==> src/rtl/guess_entry.sv <==
// ---------------------------------------------------------------------------
// guess_entry
//
// Guess-commit stage in front of the hangman control_unit. The raw active-low
// commit key is synchronised and debounced. A debounced press latches the
// letter code on the switches. The latched code is then classified as
// out-of-alphabet (bad), already guessed (dup) or new. Only new letters
// update guess_out and the guess counter, and they are flagged with a
// one-cycle guess_valid strobe.
//
// Optional feature macro: GUESS_DUP_CHECK_EN
//   defined   - a 26-bit "used" bitmap tracks accepted letters, and repeated
//               letters raise dup_flag instead of guess_valid.
//   undefined - there is no bitmap, dup_flag is tied low, and every in-range
//               letter is accepted.
//
// Parameters:
//   DEBOUNCE_CYCLES  consecutive differing samples needed to flip the level
//   LETTER_MIN       code of letter A
//   LETTER_MAX       code of letter Z
//
// Ports:
//   clk           system clock
//   resetn        asynchronous active-low reset
//   key_n         raw commit push-button, active-low, asynchronous
//   sw_letter     raw 6-bit letter code from the switches
//   game_over     high in LOSE/WIN; a press seen in IDLE is then ignored
//   guess_out     last accepted letter code (6'h00 after reset)
//   guess_valid   one-cycle strobe, new letter accepted
//   dup_flag      one-cycle strobe, letter already accepted earlier
//   bad_flag      one-cycle strobe, code outside LETTER_MIN..LETTER_MAX
//   guesses_made  number of accepted letters, saturating at 26
// ---------------------------------------------------------------------------
module guess_entry #(
    parameter int unsigned DEBOUNCE_CYCLES = 500000,
    parameter logic [5:0]  LETTER_MIN      = 6'hA,
    parameter logic [5:0]  LETTER_MAX      = 6'h23
) (
    input  logic       clk,
    input  logic       resetn,
    input  logic       key_n,
    input  logic [5:0] sw_letter,
    input  logic       game_over,
    output logic [5:0] guess_out,
    output logic       guess_valid,
    output logic       dup_flag,
    output logic       bad_flag,
    output logic [4:0] guesses_made
);

    localparam int               CNT_W       = (DEBOUNCE_CYCLES > 1) ? $clog2(DEBOUNCE_CYCLES) : 1;
    localparam logic [CNT_W-1:0] CNT_LAST    = CNT_W'(DEBOUNCE_CYCLES - 1);
    localparam logic [4:0]       MAX_GUESSES = 5'd26;

    typedef enum logic [1:0] {
        S_IDLE,
        S_CHECK,
        S_ISSUE,
        S_WAIT_RELEASE
    } state_t;

    // Synchroniser and debouncer state
    logic             r_sync1;
    logic             r_sync2;
    logic             r_keyLevel;
    logic [CNT_W-1:0] r_cnt;

    // FSM state and registered outputs
    state_t     r_state;
    logic [5:0] r_cap;
    logic [5:0] r_guessOut;
    logic       r_guessValid;
    logic       r_badFlag;
    logic [4:0] r_count;

    logic w_flip;
    logic w_press;
    logic w_capBad;

`ifdef GUESS_DUP_CHECK_EN
    logic [25:0] r_used;
    logic        r_dupFlag;
    logic [4:0]  w_usedIdx;

    // Only meaningful for in-range codes; bad codes never reach the bitmap.
    assign w_usedIdx = 5'(r_cap - LETTER_MIN);
`endif

    // The synchroniser resets to the "pressed" value so that the FSM only
    // leaves WAIT_RELEASE once the real key level has been observed high.
    // Together with the WAIT_RELEASE exit condition this keeps a key that is
    // held through reset release from turning into a guess.
    always_ff @(posedge clk or negedge resetn) begin
        if (!resetn) begin
            r_sync1    <= 1'b0;
            r_sync2    <= 1'b0;
            r_keyLevel <= 1'b1;
            r_cnt      <= '0;
        end else begin
            r_sync1 <= key_n;
            r_sync2 <= r_sync1;
            if (r_sync2 == r_keyLevel) begin
                r_cnt <= '0;
            end else if (r_cnt == CNT_LAST) begin
                r_keyLevel <= r_sync2;
                r_cnt      <= '0;
            end else begin
                r_cnt <= r_cnt + CNT_W'(1);
            end
        end
    end

    // The press is decoded from the same condition that flips the debounced
    // level, so the FSM enters CHECK on the very edge where the level falls.
    assign w_flip   = (r_sync2 != r_keyLevel) && (r_cnt == CNT_LAST);
    assign w_press  = w_flip && r_keyLevel;
    assign w_capBad = (r_cap < LETTER_MIN) || (r_cap > LETTER_MAX);

    // Entry FSM. The strobe registers double as the classification result:
    // they are set on the CHECK->ISSUE edge, so they are high for exactly
    // the ISSUE cycle. The ISSUE->WAIT_RELEASE edge then commits a new
    // letter into guess_out, the counter and the bitmap.
    always_ff @(posedge clk or negedge resetn) begin
        if (!resetn) begin
            r_state      <= S_WAIT_RELEASE;
            r_cap        <= 6'h00;
            r_guessOut   <= 6'h00;
            r_guessValid <= 1'b0;
            r_badFlag    <= 1'b0;
            r_count      <= 5'd0;
`ifdef GUESS_DUP_CHECK_EN
            r_dupFlag    <= 1'b0;
            r_used       <= '0;
`endif
        end else begin
            case (r_state)
                S_IDLE: begin
                    if (w_press) begin
                        if (game_over) begin
                            r_state <= S_WAIT_RELEASE;
                        end else begin
                            r_cap   <= sw_letter;
                            r_state <= S_CHECK;
                        end
                    end
                end

                S_CHECK: begin
                    if (w_capBad) begin
                        r_badFlag <= 1'b1;
                    end
`ifdef GUESS_DUP_CHECK_EN
                    else if (r_used[w_usedIdx]) begin
                        r_dupFlag <= 1'b1;
                    end
`endif
                    else begin
                        r_guessValid <= 1'b1;
                    end
                    r_state <= S_ISSUE;
                end

                S_ISSUE: begin
                    r_guessValid <= 1'b0;
                    r_badFlag    <= 1'b0;
`ifdef GUESS_DUP_CHECK_EN
                    r_dupFlag    <= 1'b0;
`endif
                    if (r_guessValid) begin
                        r_guessOut <= r_cap;
`ifdef GUESS_DUP_CHECK_EN
                        r_used[w_usedIdx] <= 1'b1;
`endif
                        if (r_count != MAX_GUESSES) begin
                            r_count <= r_count + 5'd1;
                        end
                    end
                    r_state <= S_WAIT_RELEASE;
                end

                S_WAIT_RELEASE: begin
                    // Requiring the synchronised sample as well as the
                    // debounced level keeps the FSM here right after reset,
                    // until a genuine released level has reached the sampler.
                    if (r_keyLevel && r_sync2) begin
                        r_state <= S_IDLE;
                    end
                end

                default: begin
                    r_state <= S_WAIT_RELEASE;
                end
            endcase
        end
    end

    assign guess_out    = r_guessOut;
    assign guess_valid  = r_guessValid;
    assign bad_flag     = r_badFlag;
    assign guesses_made = r_count;
`ifdef GUESS_DUP_CHECK_EN
    assign dup_flag     = r_dupFlag;
`else
    assign dup_flag     = 1'b0;
`endif

endmodule
==> config.mk <==
export PLATFORM = sky130hd
export DESIGN_NAME = guess_entry
export DESIGN_NICKNAME = d
export VERILOG_FILES = /design/src/rtl/guess_entry.sv
export SDC_FILE = /design/constraint.sdc
export NUM_CORES = 1
export LEC_CHECK = 0
export CORE_MARGIN = 4
export CORE_UTILIZATION = 35
export DETAILED_ROUTE_END_ITERATION = 16
export REMOVE_ABC_BUFFERS = 1
export SLEW_MARGIN = 20
export SYNTH_ARGS = -nofsm -noshare
export SYNTH_HDL_FRONTEND = slang
export SYNTH_SLANG_ARGS = --single-unit
==> constraint.sdc <==
create_clock -name clk -period 2.03 [get_ports clk]
set_input_delay 0.406 -clock clk [delete_from_list [all_inputs] [get_ports clk]]
set_output_delay 0.406 -clock clk [all_outputs]
set_load 0.02 [all_outputs]
# Word level (Yosys, flattened, before mapping)
# Cells that the tools add are included.
[word_totals] ff_bits=43 input_bits=10 out_inout_bits=14
[op_classes] n_addsub=2 magnitude_cmp=2 eq_ne=11 n_mux=10 n_bitwise=2 reduce_logical=13
[op_table] op="19-bit 2-to-1 mux" count=2
[op_table] op="19-bit by 1-bit adder with 19-bit output (second input constant)" count=1
[op_table] op="19-bit == test (second input constant)" count=1
[op_table] op="2-bit AND reduction" count=5
[op_table] op="2-bit != test (second input constant)" count=4
[op_table] op="2-bit case mux with 4 select lines" count=1
[op_table] op="6-bit > comparator (second input constant)" count=1
[op_table] op="6-bit by 4-bit < comparator with 1-bit output (second input constant)" count=1
[op_table] op="2-bit 2-to-1 mux" count=3
[op_table] op="3-bit AND reduction" count=2
[op_table] op="5-bit by 1-bit adder with 5-bit output (second input constant)" count=1
[op_table] op="5-bit != test (second input constant)" count=1
[op_table] op="2-bit == test (second input constant)" count=2
[op_table] op="1-bit case mux with 2 select lines" count=2
[op_table] op="1-bit logical AND" count=3
[op_table] op="2-bit by 1-bit == test with 1-bit output (second input constant)" count=1
[op_table] op="2-bit zero test" count=1
[op_table] op="1-bit 2-to-1 mux" count=2
[op_table] op="1-bit NOT" count=2
[op_table] op="2-bit nonzero test" count=1
[op_table] op="1-bit == test" count=1
[op_table] op="1-bit logical OR" count=1
[op_table] op="1-bit != test" count=1

# Depth between registers and ports, before layout
[depth] ltp_word=5 mapped_depth=6 mapped_depth_nobuf=6

# Worst setup path before layout
# No wires, ideal clock.
[synth_timing] path_type="reg2reg" start="register r_cnt[6]" end="register r_cap[0]" setup_ns=0.125 arrival_ns=1.987 t_required_ns=1.905 slack_ns=-0.082 path_stages_with_launch=5 path_buffers=0 period_less_slack_ns=2.112 cell_sequence="dfrtp_1 -> or4bb_1 -> or4_4 -> nor2_8 -> mux2_4"
[synth_between] elab_chain_len=4
[synth_lines] item="start: declaration" line_no="66" text="logic [CNT_W-1:0] r_cnt;"
[synth_lines] item="start signal: assignment" line_no="108" text="r_cnt <= r_cnt + CNT_W'(1);"
[synth_lines] item="19-bit == test" line_no="115" text="assign w_flip = (r_sync2 != r_keyLevel) && (r_cnt == CNT_LAST);"
[synth_lines] item="1-bit logical AND" line_no="115"
[synth_lines] item="1-bit logical AND" line_no="116" text="assign w_press = w_flip && r_keyLevel;"
[synth_lines] item="3-bit AND reduction (no line)"
[synth_lines] item="end signal: assignment" line_no="142" text="r_cap <= sw_letter;"
[synth_lines] item="end: declaration" line_no="70" text="logic [5:0] r_cap;"
# No other way between the ends.
# A chain may end at the register's enable or synchronous reset.

# Worst setup path after layout
[layout_timing] start="register r_cnt[6]" end="register r_cap[2]"
# Same word-level chain as after synthesis.

==> out/results.md <==
| Quantity | Value | Unit |
|---|---|---|
| Global-route total usage across every layer | 0.121 | - |
| Antenna diode count | 0 | - |
| Highest achievable clock rate | 0.470 | GHz |
| Area growth, synth to finish | 30.0 | % |
| Clock buffers created by TritonCTS | 5 | - |
| Most used DFF post-synth | sky130_fd_sc_hd__dfrtp_1 | - |
| Leakage component of the power | 1.23 | nW |
| Sum of routed wire segments on met1 | 1.87 | mm |
| Pin count of the biggest net entering global routing | 44 | - |
| Aggregate global routing overflow | 0 | - |
| Netlist area before placement | 2070 | um2 |
| Sequential share of the synthesized area | 0.522 | - |
| Mux cell area share after synthesis | 0.0872 | - |
| Number of synthesized register bits | 43 | - |
| Class of the tightest hold or removal check | in2async | - |
| Run status | finished, violations left | - |
| Area of the core | 5610 | um2 |
| Share of the synthesized netlist area taken by xor and xnor gates | 0.0890 | - |
| Detailed Place HPWL | 2.77 | mm |
| Core Rows | 27 | - |
| Reg-to-reg setup timing slack | -0.1 | ns |
| Clock tree sinks | 43 | - |
| Sum of met2 wire segment lengths after detailed routing | 1.82 | mm |
| Top cell type's share of synthesized area | 0.484 | - |
| Final-layout setup total negative slack | -1.27 | ns |
| Final setup violating endpoints | 23 | - |
| Number of nets in the layout | 245 | - |
| Depth of the CTS H-tree | 2 | - |
| Average wire length per cell after detail routing | 13.1 | um |
| Minimum hold slack | 0.0689 | ns |
| Fraction of the mapped netlist area in simple logic gates | 0.198 | - |
| Time the worst path needs with I/O delays and setup | 2.13 | ns |
| Instance count of the mapped netlist | 180 | - |
| Starting DRT DRC Count | 49 | - |
| Die footprint | 7200 | um2 |
| Worst Setup Start Kind | register | - |
| WL met3 | 158 | um |
| Share of the core filled with cells | 0.479 | - |
| Compound-Gate Fraction of Synth Area | 0.0351 | - |
| Area of all placed cells without fillers | 2690 | um2 |
| Die Height | 84.9 | um |
| CTS tree | yes | - |
| Number of hold buffers added after CTS | 0 | - |
| RSZ-0062 raised after global routing | yes | - |
| Maximum resistive drop on vdd | 0.304 | mV |
| Via count of the first global-routing pass | 1499 | - |
| Post-synth ARST share | 1.00 | - |
| Post-placement cell area | 2520 | um2 |
| Crit Reg-Reg Startpoint | r_cnt[6] | - |
| Root cell of the clock tree | sky130_fd_sc_hd__clkbuf_8 | - |
| Number of primary I/O pins | 24 | - |
| Total detailed-routing wirelength | 3.93 | mm |
| Starting Density | 0.369 | - |
| Number of vias in the routed layout | 1457 | - |
| Global-route wire length before repair | 6.93 | mm |
| Maximum buffer depth of the clock tree | 2 | - |
| Reg2Reg Capture Point | r_cap[2] | - |
| Worst Path Arrival | 2.32 | ns |
| Floorplan die width | 84.9 | um |
| Cells taking the most area after synthesis | sky130_fd_sc_hd__dfrtp_1 48%, sky130_fd_sc_hd__ha_1 4.8%, sky130_fd_sc_hd__xnor2_1 4.7% | - |
| Adder and majority cell fraction of the synthesized area | 0.0484 | - |
| Count of synthesis-stage warnings from yosys | 0 | - |
| Max-capacitance violation count | 0 | - |
| Max-slew violation count | 0 | - |
| Average instance area after synthesis | 11.5 | um2 |
| Number of library cell types mapped by synthesis | 35 | - |
| Hold violation count in the final report | 0 | - |
| Library cell with the highest instance count after synthesis | sky130_fd_sc_hd__dfrtp_1 | - |
| Tcrit/Tclk final | 1.05 | - |
| Clock slew at reported path FFs | 0.08 | ns |
| Largest area contributor in the synthesized netlist | sky130_fd_sc_hd__dfrtp_1 | - |
| Largest family of logic cells by synthesized area | simple AND/OR/NAND/NOR gates | - |
| Initial antenna violation count | 0 | - |
| Worst Reg2Reg Path Length in Cells | 4 | - |
| Worst-case clock skew | 0.00590 | ns |
| DRT antenna net count | 0 | - |
| Min setup slack post-route | -0.0994 | ns |
| Count of flip-flops with a built-in enable after synthesis | 0 | - |
| Critical path required time | 2.22 | ns |
| Proportion of layout cells with a drive suffix above 1 | 0.237 | - |
| Areal power density over the cells | 608 | nW/um2 |
| Critical Path Fanout Max | 6 | - |
| DRC errors left | 0 | - |
| Quantity of I/O buffers inserted on ports | 22 | - |
| Number of iterations in the first detailed-routing pass | 4 | - |
| Topmost layer with routed signal wires | met4 | - |
| Placer Congestion | 0.815 | - |
| Leading post-synthesis cells by instance count | 40 x sky130_fd_sc_hd__dfrtp_1, 23 x sky130_fd_sc_hd__nor2_1, 12 x sky130_fd_sc_hd__nand3_1, 11 x sky130_fd_sc_hd__xnor2_1 | - |
| Critical Path Sink Type | register | - |
| Later-pin clock latency in the skew report | 0.30 | ns |
| Failing checks | negative setup slack | - |
| Vias per cell | 4.86 | - |
| Critical path class | reg2reg | - |
## critical path: stages (launching register included)
cell and delay, ns:
sky130_fd_sc_hd__dfrtp_1 0.38, sky130_fd_sc_hd__or4bb_1 0.55, sky130_fd_sc_hd__or4_4 0.60, sky130_fd_sc_hd__nor2_8 0.18, sky130_fd_sc_hd__mux2_4 0.31
## worst max-delay path by stage
stage                         from  endpoint  cells after the start
after floorplan           r_cnt[6]  r_cap[0]                      4
after global placement    r_cnt[5]  r_cap[2]                      4
after detailed placement  r_cnt[5]  r_cap[5]                      4
after CTS                 r_cnt[6]  r_cap[2]                      4
after global routing      r_cnt[6]  r_cap[5]                      4
final                     r_cnt[6]  r_cap[2]                      4
## metal layers
metal | vias up | GRT usage
met3 | 8 | 0.0359
met4 | 0 | 0.0518
li1 | 720 | -
met5 | - | 0
met1 | 708 | 0.154
met2 | 21 | 0.192
## per-stage QoR
stage / total power, W / std cells / setup WS, ns
final: 0.00163 / 300 / -0.0994
after global routing: 0.00171 / 300 / -0.140
after CTS: 0.00166 / 299 / -0.0902
after detailed placement: 0.000952 / 290 / -0.150
after global placement: 0.000952 / 290 / -0.106
after floorplan: 0.000900 / 177 / -0.0822
## cell type report
| class | instances | area, um2 |
|---|---|---|
| well taps | 72 | 90.1 |
| flip-flops and latches | 43 | 1080 |
| multi-input cells | 129 | 966 |
| inverters | 5 | 18.8 |
| repair buffers | 43 | 415 |
| fillers | 528 | 2920 |
| clock inverters | 2 | 35.0 |
| clock buffers | 6 | 82.6 |
## registers in the layout, summed over array words and instances, names as in the netlist
register and cells:
bad_flag 1, guess_out 6, guess_valid 1, guesses_made 5, r_cap 6, r_cnt 19, r_keyLevel 1, r_state 2
r_sync1 1, r_sync2 1
## power by group
group	total (W)	switching, W	leakage (nW)	internal (W)
Clock	0.000694	0.000296	0.0612	0.000398
Combinational	0.0000719	0.0000361	0.586	0.0000358
Sequential	0.000868	0.00000518	0.583	0.000863
Total	0.00163	0.000337	1.23	0.00130
## cell usage in the layout, fill, tap and decap left out, types with 4 or more instances in the layout
master,instances
sky130_fd_sc_hd__nor2_1,23
sky130_fd_sc_hd__dfrtp_1,40
sky130_fd_sc_hd__inv_1,5
sky130_fd_sc_hd__nand3_1,12
sky130_fd_sc_hd__clkdlybuf4s50_1,21
sky130_fd_sc_hd__buf_4,18
sky130_fd_sc_hd__xnor2_1,11
sky130_fd_sc_hd__nand4_1,7
sky130_fd_sc_hd__nand2_1,10
sky130_fd_sc_hd__mux2_2,8
sky130_fd_sc_hd__mux2_4,6
sky130_fd_sc_hd__clkbuf_8,6
sky130_fd_sc_hd__xor2_1,10
sky130_fd_sc_hd__nor3_1,4
sky130_fd_sc_hd__ha_1,8
## timing repair
action                                 in CTS  in global routing
setup endpoints to repair                  24                 24
endpoints found under the hold margin       0                  0
gates resized for setup                     0                  3
setup buffers                               1                  0
pin swaps                                   2                  0
gates cloned                                0                  1
## logic make-up after synthesis
logic type | Yosys count
AOI/OAI and AO/OA | 10
xor gates and xnor gates | 21
adders and majority gates | 8
buffers and inverters | 8
DFF | 43
muxes | 14
other | 1
and+or+nand+nor | 75
Note: power is estimated with default switching activity, not from simulation.
==> RTL change 1: new RTL, same flow settings <==
Re-encode `state_t` (4 states) as one-hot, 4 bits wide.
--- a/src/rtl/guess_entry.sv
+++ b/src/rtl/guess_entry.sv
@@ -54,7 +54,7 @@
 
-    typedef enum logic [1:0] {
-        S_IDLE,
-        S_CHECK,
-        S_ISSUE,
-        S_WAIT_RELEASE
+    typedef enum logic [3:0] {
+        S_IDLE         = 4'b0001,
+        S_CHECK        = 4'b0010,
+        S_ISSUE        = 4'b0100,
+        S_WAIT_RELEASE = 4'b1000
     } state_t;
Check against the original RTL: no difference found for any inputs over 10 cycles, from zero or initial values and one cycle with resetn low; not proved beyond that.
==> RTL change 1 against the unedited design <==
- wire length grew 3.6%
- setup slack gained 160 ps
- worst hold slack gained 49 ps
- combinational power grew 8.9%
- power grew 3.7%
- synthesized area grew 2.7%
- final area grew 1.1%
- sequential cell count grew 2
- critical path type unchanged
- critical endpoint is now r_cap[5]
- largest power group unchanged
==> RTL change 1: results (changes against the unedited design) <==
[sta]
holdWs_ps = 117.8  ; was 68.93 ps
clock_skew_ps = 10.13  ; was 5.901 ps
hold_violations = 0  ; unchanged
fmaxAchievable_mhz = 508.8  ; was 469.6 MHz

[detailed_routing]
drt-wirelength-per-cell_um = 12.92  ; was 13.09 um
drt_first_pass_iters = 4  ; unchanged
vias_per_cell = 4.933  ; was 4.857
drt_iter0_drc = 45  ; was 49

[layout]
multi_input_gates = 136  ; was 129
final_cells = 315  ; was 300
finalNetCount = 253  ; was 245
clock_area_share_pct = 4.420  ; was 4.376%
buffer_area_share_pct = 14.69  ; was 15.46%
fillers = 552  ; was 528
regArea_um2 = 1129  ; was 1080 um2
drive_gt1_share_pct = 22.08  ; was 23.68%
inv_count = 5  ; unchanged
n_all_buffers = 46  ; was 43
multi_input_area_share_pct = 35.22  ; was 35.94%
regMostFlops = r_cnt  ; unchanged

[synthesis]
synth_commonest_cells = dfrtp_1 (43), nor2_1 (21), mux2_2 (13), nand3_1 (12), xnor2_1 (11)  ; was dfrtp_1 (40), nor2_1 (23), nand3_1 (12), xnor2_1 (11)
ys_types = 36  ; was 35
ys.warnings.count = 0  ; unchanged
yosysTopAreaCell = dfrtp_1  ; unchanged
avgSynthCellArea_um2 = 11.00  ; was 11.48 um2
synth_area_leaders = dfrtp_1 (51%), mux2_2 (6.9%), xnor2_1 (4.5%)  ; was dfrtp_1 (48%), ha_1 (4.8%), xnor2_1 (4.7%)
seq_area_frac_synth_pct = 53.15  ; was 52.24%
ys_seq_elements = 45  ; was 43

[pwr]
p_leak_nw = 1.188  ; was 1.231 nW
max-vdd-ir-drop_uv = 402.0  ; was 304.4 uV

[hold_path]
hp-class = primary input to async pin  ; unchanged

[place]
pre_cts_slack_ps = -170.8  ; was -149.6 ps
placed_area_um2 = 2556  ; was 2521 um2
io_buffers = 22  ; unchanged
gp_congestion = 0.7338  ; was 0.8152
place_inst = 305  ; was 290
place_hpwl_um = 2987  ; was 2767 um

[run_status]
status = completed  ; was finished with violations

[global_route]
grt_max_degree = 29  ; was 44
grtUsageTotal_pct = 12.03  ; was 12.12%
grt_pass1_vias = 1534  ; was 1499
grt_first_pass_wirelength_um = 6996  ; was 6934 um

[critical_path]
worstSetupStartpointType = flop  ; unchanged
rr_startpoint = r_keyLevel  ; was r_cnt[6]
cp_max_fo = 6  ; unchanged
worst-r2r-cell-count = 6  ; was 4
r2r_setup_slack_ps = 60  ; was -100 ps
r2r-end = r_cap[5]  ; was r_cap[2]
arrival_ps = 2150  ; was 2320 ps

[floorplanning]
rows = 28  ; was 27

[clocking]
clk_pin_slew_worst_paths_ps = 80  ; about the same
cts_buffers = 5  ; unchanged

## RTL change 1: cell count changes after synthesis, moves of 3 or more
| cell | unedited run | this run |
|---|---|---|
| dfrtp_1 | 40 | 43 |
| or3_1 | 0 | 3 |
| buf_2 | 0 | 3 |
| mux2_4 | 6 | 0 |
| nand4_1 | 7 | 10 |
| mux2i_1 | 0 | 3 |
| ha_1 | 8 | 4 |
| mux2_2 | 8 | 13 |
| nor4_1 | 1 | 4 |
## RTL change 1: cell families after synthesis
logic type	synth area share, %
buffers and inverters	2.828
other	0.1766
muxes	8.309
AOI/OAI and AO/OA	5.009
adders and majority gates	2.357
DFF	53.15
and+or+nand+nor	20.33
xor gates and xnor gates	7.837
## RTL change 1: metal layers
metal  part of all wire (%)  GRT usage [%]  vias up  wire (um)
li1                       -              -      777          -
met1                     49          16.81      740       1978
met2                     45          17.66       31       1814
met3                    5.5          3.650        6        225
met4                    1.3          4.173        0         51
met5                      0              0        -          0
## RTL change 1: power breakdown
part / internal (mW) / switching [mW]
registers: 0.909 / 0.0106
logic: 0.0373 / 0.0410
clock network: 0.400 / 0.295
total: 1.35 / 0.347
## RTL change 1: stage by stage
stage | power, mW | util (%) | setup TNS (ps)
6_report | 1.693 | 45.90 | 0
5_1_grt | 1.769 | 45.90 | -84.53
4_1_cts | 1.720 | 45.77 | 0
3_5_place_dp | 1.014 | 43.17 | -1016
3_3_place_gp | 1.013 | 43.17 | -931.8
2_1_floorplan | 0.9592 | - | 0
## RTL change 1: critical path, cell delays in order, from the launching register on
cell     delay (ps)
dfstp_2         570
ha_4            140
nand2_2          50
or4_4           520
nor3_4          130
buf_6           150
mux2_2          320
## RTL change 1: what timing repair did
action | CTS | global route
setup endpoints to repair | 6 | 6
gates resized for setup | 5 | 0
buffers inserted | 1 | 1
pin swaps | 1 | 1
==> RTL change 2: new RTL, config.mk and constraints unchanged <==
Made on the original files. `DEBOUNCE_CYCLES`: 500000 -> 125000.
--- a/src/rtl/guess_entry.sv
+++ b/src/rtl/guess_entry.sv
@@ -34,3 +34,3 @@
 module guess_entry #(
-    parameter int unsigned DEBOUNCE_CYCLES = 500000,
+    parameter int unsigned DEBOUNCE_CYCLES = 125000,
     parameter logic [5:0]  LETTER_MIN      = 6'hA,
Check against the original RTL: same outputs for any inputs over 10 cycles, from zero or initial values and one cycle with resetn low; that may be too few to reach the edited logic, so the function may still have changed.
==> RTL change 2 against the unedited design <==
- worst hold slack better by 18 ps
- critical path depth rose by 1
- sequential cell count down 2
- final cell count is 7.7% lower
- clock skew rose by 3.0 ps
- final area down 10%
- synthesized area decreased by 4.8%
- first-iteration DRC count down 35%
- setup slack improved by 290 ps
- critical endpoint is now r_cap[3]
- wire length shrank 11%
Power is not compared: it rests on default switching activity, and its combinational part moved more than twofold at a synthesized area within 25%.
==> RTL change 2: results (changes against the unedited design) <==
[synthesis]
synth_area_leaders = dfrtp_1 (48%), xnor2_1 (7.6%), mux2_2 (7.4%)  ; was dfrtp_1 (48%), ha_1 (4.8%), xnor2_1 (4.7%)
ys.warnings.count = 0  ; unchanged
synth_commonest_cells = dfrtp_1 (38), nor2_1 (20), xnor2_1 (17), mux2_2 (13), nand2_1 (11)  ; was dfrtp_1 (40), nor2_1 (23), nand3_1 (12), xnor2_1 (11)
ys_types = 36  ; was 35
seq_area_frac_synth_pct = 52.32  ; was 52.24%
syn_inst = 174  ; was 180
yosysTopAreaCell = dfrtp_1  ; unchanged
yosysMostFrequentCell = dfrtp_1  ; unchanged
async_reset_ff_share_pct = 100.0  ; unchanged

[layout]
fillers = 524  ; was 528
antenna_cells = 0  ; unchanged
finalNetCount = 222  ; was 245
drive_gt1_share_pct = 18.05  ; was 23.68%
largest_reg_flops = 17  ; was 19
regMostFlops = r_cnt  ; unchanged

[critical_path]
cp_max_fo = 6  ; unchanged
r2r-end = r_cap[3]  ; was r_cap[2]
cp_slowest_cell = nor4_4  ; was or4_4
rr_startpoint = r_cnt[0]  ; was r_cnt[6]
critPathMaxStageDelay_ps = 430  ; was 600 ps
worst-r2r-cell-count = 5  ; was 4
critPathTopFamily = simple AND/OR/NAND/NOR gates  ; unchanged
r2r_setup_slack_ps = 190  ; was -100 ps

[clocking]
clk_pin_slew_worst_paths_ps = 80  ; about the same
post_cts_buffers = 0  ; was 1
cts_max_level = 2  ; unchanged
cts.repair.resized = 0  ; unchanged
clk_path_buf_depth = 2  ; unchanged
cts_root_buffer = clkbuf_8  ; unchanged
cts_buffers = 5  ; unchanged
insertion_delay_ps = 290

[global_route]
grt_first_pass_wirelength_um = 6430  ; was 6934 um
grtUsageTotal_pct = 11.29  ; was 12.12%
grt_max_degree = 25  ; was 44
antenna_found_initial = 0  ; unchanged

[detailed_routing]
wl_um = 3511  ; was 3927 um
vias = 1330  ; was 1457
drt_iter0_drc = 32  ; was 49
drt_first_pass_iters = 6  ; was 4

[sta]
clock_skew_ps = 8.911  ; was 5.901 ps
worst_pin_slew_ps = 543.7
holdWs_ps = 86.96  ; was 68.93 ps

[place]
pre_cts_slack_ps = 144.8  ; was -149.6 ps
io_buffers = 22  ; unchanged
gp_congestion = 0.7925  ; was 0.8152
place_hpwl_um = 2584  ; was 2767 um

[pwr]
max-vdd-ir-drop_uv = 543.4
p_leak_nw = 1.002

[run_status]
status = completed  ; was finished with violations

[hold_path]
hp-class = primary input to async pin  ; unchanged

[RTL change 2: worst max-delay path by stage]
stage / slack (ps) / cells past startpoint / startpoint / end
2_1_floorplan: 130 / 5 / r_cnt[0] / r_cap[0]
3_3_place_gp: 150 / 3 / game_over / r_cap[5]
3_5_place_dp: 140 / 3 / game_over / r_cap[4]
4_1_cts: 160 / 5 / r_cnt[0] / r_cap[4]
5_1_grt: 30 / 5 / r_cnt[0] / r_cap[1]
6_report: 190 / 5 / r_cnt[0] / r_cap[3]
[RTL change 2: cell families after synthesis]
kind of cell	after synthesis	synth area share, %
other	1	0.1905
adder cells (fa/ha/maj)	8	5.086
AO/OA/AOI/OAI	14	4.514
multiplexers	13	7.438
buffers and inverters	11	2.352
AND/OR/NAND/NOR	67	19.64
XOR/XNOR	19	8.455
flip-flops	41	52.32
[RTL change 2: through the flow]
step / power (mW) / std cells / instance area (um2) / util, %
detailed placement: 1.899 / 269 / 2291 / 41.86
global route: 2.712 / 277 / 2411 / 44.06
floorplan: 1.560 / 170 / 1948 / -
CTS: 2.582 / 277 / 2411 / 44.06
finish: 2.549 / 277 / 2411 / 44.06
global placement: 1.877 / 269 / 2291 / 41.86
[RTL change 2: power by group]
part / internal, mW / switching [mW] / total (mW) / leakage, nW
Clock: 0.400 / 0.278 / 0.678 / 0.0574
Combinational: 0.380 / 0.393 / 0.772 / 0.409
Sequential: 0.974 / 0.124 / 1.10 / 0.535
[RTL change 2: per-layer routing]
metal  vias up  GRT usage [%]  share of wire (%)
met2        21          15.96                 43
met4         0          4.458                1.9
met5         -              0                  0
li1        667              -                  -
met3         5          3.075                3.7
met1       637          16.29                 51
[RTL change 2: area by class of cell]
type                       instances  area [um2]  area share (%)
inverter                           7       26.28           1.090
timing repair buffer              27       252.7           10.48
multi-input combinational        122       892.1           37.00
tap                               72       90.09           3.736
clock inverter                     2       37.54           1.557
clock buffer                       6       82.58           3.425
sequential                        41        1030           42.71
[RTL change 2: worst reg2reg max path, delay by kind of cell, from the launching register on]
| kind | cells | cell delay, ps |
|---|---|---|
| AND/OR/NAND/NOR | 3 | 770 |
| multiplexers | 1 | 380 |
| adder cells (fa/ha/maj) | 1 | 180 |
| flip-flops | 1 | 410 |
